File: src/rtl/mm_pkg.sv
// Register map, CTRL/STATUS bit positions and sequencer states shared by
// mm_sequencer and anything that decodes its register space.
package mm_pkg;

    localparam int A_BASE     = 0;
    localparam int B_BASE     = 9;
    localparam int C_BASE     = 18;
    localparam int CTRL_ADR   = 27;
    localparam int STATUS_ADR = 28;

    localparam int CTRL_START  = 0;
    localparam int CTRL_IRQ_EN = 1;
    localparam int CTRL_CLEAR  = 2;

    localparam int STAT_BUSY    = 0;
    localparam int STAT_DONE    = 1;
    localparam int STAT_TOUT    = 2;
    localparam int STAT_CNT_LSB = 8;

    typedef enum logic [1:0] {
        S_IDLE = 2'd0,
        S_RUN  = 2'd1,
        S_DONE = 2'd2,
        S_TOUT = 2'd3
    } state_t;

endpackage

File: src/rtl/mm_sequencer.sv
// Wishbone register front end that sequences a 3x3 matrix_mult run with watchdog and IRQ.
// One-cycle registered ack/err per request; no stalls, illegal accesses (incl. writes while busy) get err.
module mm_sequencer
    import mm_pkg::*;
#(
    parameter int INT_WIDTH = 8,
    parameter int MAT_SIZE  = 9,
    parameter int TIMEOUT   = 255
) (
    input  logic                          clk,
    input  logic                          rst_n,
    input  logic                          cyc,
    input  logic                          stb,
    input  logic                          we,
    input  logic [3:0]                    wb_sel,
    input  logic [31:0]                   adr,
    input  logic [31:0]                   dat_mosi,
    output logic [31:0]                   dat_miso,
    output logic                          ack,
    output logic                          err,
    output logic                          irq,
    output logic                          mm_enable,
    output logic [MAT_SIZE*INT_WIDTH-1:0] mm_a,
    output logic [MAT_SIZE*INT_WIDTH-1:0] mm_b,
    input  logic [MAT_SIZE*INT_WIDTH-1:0] mm_c,
    input  logic                          mm_done
);

    localparam int         MW       = MAT_SIZE * INT_WIDTH;
    localparam logic [7:0] CNT_LAST = 8'(TIMEOUT - 1);

    state_t          state_q, state_d;
    logic [MW-1:0]   c_q;
    logic [7:0]      run_cnt_q;
    logic            irq_en_q;
    logic            req, busy;
    logic            in_a, in_b, in_c;
    logic [3:0]      el_idx;
    logic            rsp_ack, rsp_err;
    logic            wr_a, wr_b, wr_ctrl, go_start, go_clear;
    logic [31:0]     rd_dat;
    logic            unused_bits;

    assign req       = cyc && stb && !ack && !err;
    assign busy      = (state_q == S_RUN);
    assign mm_enable = busy;
    assign in_a      = adr < 32'(B_BASE);
    assign in_b      = !in_a && (adr < 32'(C_BASE));
    assign in_c      = !in_a && !in_b && (adr < 32'(CTRL_ADR));
    assign unused_bits = ^{wb_sel[3:1], dat_mosi[31:INT_WIDTH]};

    always_comb begin
        state_d  = state_q;
        rsp_ack  = 1'b0;
        rsp_err  = 1'b0;
        rd_dat   = '0;
        wr_a     = 1'b0;
        wr_b     = 1'b0;
        wr_ctrl  = 1'b0;
        go_start = 1'b0;
        go_clear = 1'b0;
        el_idx   = 4'(adr[4:0] - 5'(A_BASE));
        if (in_b) el_idx = 4'(adr[4:0] - 5'(B_BASE));
        if (in_c) el_idx = 4'(adr[4:0] - 5'(C_BASE));

        if (req) begin
            if (in_a || in_b) begin
                // operands must stay stable for the datapath while a run is in flight
                if (!we) begin
                    rsp_ack = 1'b1;
                    rd_dat  = in_a ? 32'(mm_a[int'(el_idx)*INT_WIDTH +: INT_WIDTH])
                                   : 32'(mm_b[int'(el_idx)*INT_WIDTH +: INT_WIDTH]);
                end else if (!wb_sel[0] || busy) begin
                    rsp_err = 1'b1;
                end else begin
                    rsp_ack = 1'b1;
                    wr_a    = in_a;
                    wr_b    = in_b;
                end
            end else if (in_c) begin
                if (we) begin
                    rsp_err = 1'b1;
                end else begin
                    rsp_ack = 1'b1;
                    rd_dat  = 32'(c_q[int'(el_idx)*INT_WIDTH +: INT_WIDTH]);
                end
            end else if (adr == 32'(CTRL_ADR)) begin
                if (!we) begin
                    rsp_ack = 1'b1;
                    rd_dat[CTRL_IRQ_EN] = irq_en_q;
                end else if (!wb_sel[0] || (busy && dat_mosi[CTRL_START])) begin
                    rsp_err = 1'b1;
                end else begin
                    rsp_ack  = 1'b1;
                    wr_ctrl  = 1'b1;
                    go_start = dat_mosi[CTRL_START];
                    go_clear = dat_mosi[CTRL_CLEAR];
                end
            end else if (adr == 32'(STATUS_ADR) && !we) begin
                rsp_ack = 1'b1;
                rd_dat[STAT_BUSY] = busy;
                rd_dat[STAT_DONE] = (state_q == S_DONE);
                rd_dat[STAT_TOUT] = (state_q == S_TOUT);
                rd_dat[STAT_CNT_LSB +: 8] = run_cnt_q;
            end else begin
                rsp_err = 1'b1;
            end
        end

        // done wins over the watchdog on the same cycle; START wins over CLEAR
        case (state_q)
            S_RUN: begin
                if (mm_done)                     state_d = S_DONE;
                else if (run_cnt_q == CNT_LAST)  state_d = S_TOUT;
            end
            S_IDLE: begin
                if (go_start) state_d = S_RUN;
            end
            default: begin
                if (go_start)      state_d = S_RUN;
                else if (go_clear) state_d = S_IDLE;
            end
        endcase
    end

    always_ff @(posedge clk or negedge rst_n) begin
        if (!rst_n) begin
            state_q   <= S_IDLE;
            ack       <= 1'b0;
            err       <= 1'b0;
            dat_miso  <= '0;
            irq       <= 1'b0;
            irq_en_q  <= 1'b0;
            run_cnt_q <= '0;
            mm_a      <= '0;
            mm_b      <= '0;
            c_q       <= '0;
        end else begin
            state_q  <= state_d;
            ack      <= rsp_ack;
            err      <= rsp_err;
            dat_miso <= rd_dat;
            if (wr_a) mm_a[int'(el_idx)*INT_WIDTH +: INT_WIDTH] <= dat_mosi[INT_WIDTH-1:0];
            if (wr_b) mm_b[int'(el_idx)*INT_WIDTH +: INT_WIDTH] <= dat_mosi[INT_WIDTH-1:0];
            if (wr_ctrl) irq_en_q <= dat_mosi[CTRL_IRQ_EN];
            if (go_start)
                run_cnt_q <= '0;
            else if (busy && run_cnt_q != 8'hFF)
                run_cnt_q <= run_cnt_q + 8'd1;
            if (busy && mm_done) c_q <= mm_c;
            if (busy && state_d != S_RUN)
                irq <= irq_en_q;
            else if (state_d == S_RUN || state_d == S_IDLE)
                irq <= 1'b0;
        end
    end

endmodule

File: config.mk
export PLATFORM = sky130hd
export DESIGN_NAME = mm_sequencer
export DESIGN_NICKNAME = d
export VERILOG_FILES = /design/src/rtl/mm_pkg.sv /design/src/rtl/mm_sequencer.sv
export SDC_FILE = /design/constraint.sdc
export NUM_CORES = 1
export LEC_CHECK = 0
export ABC_AREA = 1
export BUFFER_PORTS_ARGS = -buffer_cell sky130_fd_sc_hd__buf_4
export CORE_ASPECT_RATIO = 1.5
export CORE_MARGIN = 2
export CORE_UTILIZATION = 35
export DETAILED_ROUTE_END_ITERATION = 7
export MAX_ROUTING_LAYER = met4
export PLACE_DENSITY = 0.62
export SYNTH_ARGS = -nofsm -noshare
export SYNTH_HDL_FRONTEND = slang
export SYNTH_SLANG_ARGS = --single-unit
File: constraint.sdc
create_clock -name clk -period 2 [get_ports clk]
set_input_delay 0.1 -clock clk [delete_from_list [all_inputs] [get_ports clk]]
set_output_delay 0.1 -clock clk [all_outputs]
set_load 0.05 [all_outputs]
==> run metrics <==
status=finished, violations left; violations in the final reports=negative setup slack; Synth warnings=0; vias per cell=5.04; CP startpoint=adr[1]; Num CTS Buffers=26; most frequent cells in the layout=nand2_1, buf_4, dfrtp_1; Final Core Density=54.2%; Core Box Area=37400 um2; worst skew pair latency=0.56 ns; Iter 0 DRT Violations=1052; Max Cap Viol=0; synthesized instance count=1822; GRT overflow=0; family with the most delay on the worst path=buffers and inverters; Hold WS=0.0167 ns; Final setup viols=105; Clock Root Buffer=clkbuf_16; sequential area share after synthesis=46.4%; share of layout cells above drive strength 1=31.8%; most common cell after layout, fill and taps aside=nand2_1; Antenna Nets Post-Route=0; Hold Path Origin=mm_done; WP buf/inv=9; crit-path max FO=8; WL final=53500 um; Total Power=0.0122 W; die width=163 um; Area Overhead vs Synth=53.2%; Min-Delay Path Class=in -> reg; Slew HR=64.6%; fin crit period=2.12 ns; worst r2r src=state_q[1]$_DFF_PN0_; Yosys reg bits=246; vias=14.4k; initial antenna violation count=0; vias in the first global route=14.2k; worst path cell trace=buf_8, clkinvlp_4, buf_4, buf_4, buf_4, ha_4, nand4_1, nand3_2, nand2_2, nor2_4, nand2_2, inv_4, ha_4, clkinv_8, buf_12, nor3_4, nand2_4, buf_12, nand2_2, o21ai_1; Post-synth ARST share=100%; worst setup margin=-0.116 ns; chip height=242 um; DRC Markers=0; largest net degree at the start of global routing=75; Slew Viols, Final=0; starting density of the core=35.4%; Placer Congestion=0.928; static leakage=10.3 nW; final-report hold violation count=0; slowest CP cell=ha_4; DP HPWL=37500 um; buffers added on ports=282; Main synth FF type=dfrtp_1; synthesized cell area=13300 um2; power per cell area=600 nW/um2; Setup Crit Path Kind=in -> reg; CTS tree=yes; IO Pins=326; DR WL/cell=18.7 um; clk sinks=246; H-tree Lvls=1; ant diodes=0; Netlist cell types=42; max incr delay on CP=0.27 ns; worst-margin pin slew=0.531 ns; overall routing resource usage=26.5%; skew final=0.0128 ns; Final Cycle Share=106%; CP endpoint kind=register; Setup crit start kind=input port; Core Rows=87; die footprint=39500 um2; worst endpoint required time=2.44 ns; CP arrival=2.56 ns; clock slew at reported path FFs=0.06 ns; nets@finish=2501; Post-Synthesis Mean Instance Area=7.27 um2; Max Root-Sink Buffers=3; Max IR drop VDD=0.000575 V; RSZ-0062 raised after global routing=yes; first-pass GRT wire length=78800 um; DRT Pass-1 Iters=5; EDFF count, synth=0; Fmax achieved=0.473 GHz
area by class of cell:
class | count | area, um2
flip-flops and latches | 246 | 6160
well taps | 489 | 612
repair buffers | 581 | 5120
inverters | 170 | 671
fillers | 3507 | 17100
clock inverters | 11 | 208
multi-input cells | 1322 | 6800
clock buffers | 36 | 739
flip-flops by register name, summed over array words and instances, names as in the netlist:
name	flops
ack	1
c_q	72
dat_miso	16
err	1
irq	1
irq_en_q	1
mm_a	72
mm_b	72
run_cnt_q	8
state_q	2
worst reg2reg max path, cell delays in order, from the launching register on:
cell	delay, ns
dfrtp_1	0.37
inv_1	0.07
nand2_2	0.11
inv_1	0.07
nor2_2	0.14
nand3_2	0.16
nor2_2	0.18
buf_12	0.24
inv_1	0.10
nor2_2	0.10
buf_4	0.16
nand2_1	0.06
nand2_1	0.06
report_power, final:
group | switching [W] | total, W | internal (W)
logic | 0.000928 | 0.00164 | 0.000715
clock network | 0.00209 | 0.00544 | 0.00335
registers | 0.0000249 | 0.00509 | 0.00507
total | 0.00304 | 0.0122 | 0.00913
logic make-up after synthesis:
logic type / count (synthesis) / share of synthesized area (%)
simple gates: 972 / 30.7
xor+xnor: 3 / 0.198
other cells: 1 / 0.0283
fa+ha+maj: 8 / 0.755
buf+inv: 277 / 9.06
flops: 246 / 46.4
compound gates: 315 / 12.8
layer usage:
layer,global-route usage (%),share of wire (%)
met2,46.9,52
met1,29.2,36
met3,2.82,5.9
met5,-,0
met4,13.8,6.5
synth_stat cells, types with 2 or more instances:
cell type    n  area, um2
nand3_2      3       30.0
nand3_4      2       35.0
nor4_1       2       12.5
nor3_4       2       32.5
a21oi_1     31        155
nand2_1    593       2230
clkinv_1     3       11.3
nor2_2      10       62.6
buf_4       16        120
nand2_2      8       50.1
dfrtp_1    246       6160
o21ai_2     23        201
inv_2        6       22.5
nand4_1     12       75.1
o21ai_0    209       1050
xor2_1       2       17.5
nor2_1     164        616
clkbuf_1    60        225
o22ai_1      2       12.5
a31oi_1      3       18.8
ha_1         8        100
nor3_1      15       75.1
buf_2       21        105
o21ai_1     41        205
nand4_2      2       25.0
nand3_1    153        766
buf_6       10        113
inv_1      161        604
final timing paths:
| path | endpoint | slack, ns | depth (start not counted) |
|---|---|---|---|
| min | state_q[0]$_DFF_PN0_ | 0.02 | 5 |
| min reg2reg | mm_a[9]$_DFFE_PN0P_ | 0.51 | 2 |
| min in group asynchronous | c_q[45]$_DFFE_PN0P_ | 0.08 | 2 |
| max reg2reg | mm_a[34]$_DFFE_PN0P_ | 0.12 | 12 |
| max in group asynchronous | mm_a[22]$_DFFE_PN0P_ | 1.12 | 3 |
| max | mm_b[18]$_DFFE_PN0P_ | -0.12 | 20 |
per-stage QoR:
step / area [um2] / worst slack, ns / TNS [ns] / instances
global route: 20300 / -0.199 / -21.13 / 2855
global placement: 17200 / -0.806 / -109.53 / 2670
detailed placement: 17200 / -0.808 / -107.29 / 2670
CTS: 19500 / -0.0786 / -1.56 / 2822
floorplan: 13600 / -0.395 / -51.73 / 1837
finish: 20300 / -0.116 / -5.02 / 2855
timing repair:
action	4_1_cts	5_1_grt
setup endpoints to repair	150	154
gates cloned	5	10
endpoints found under the hold margin	267	0
hold buffers	81	0
resized for setup	95	174
pin swaps	47	48
buffers inserted	19	25
Power figures use the tool's default switching activity.
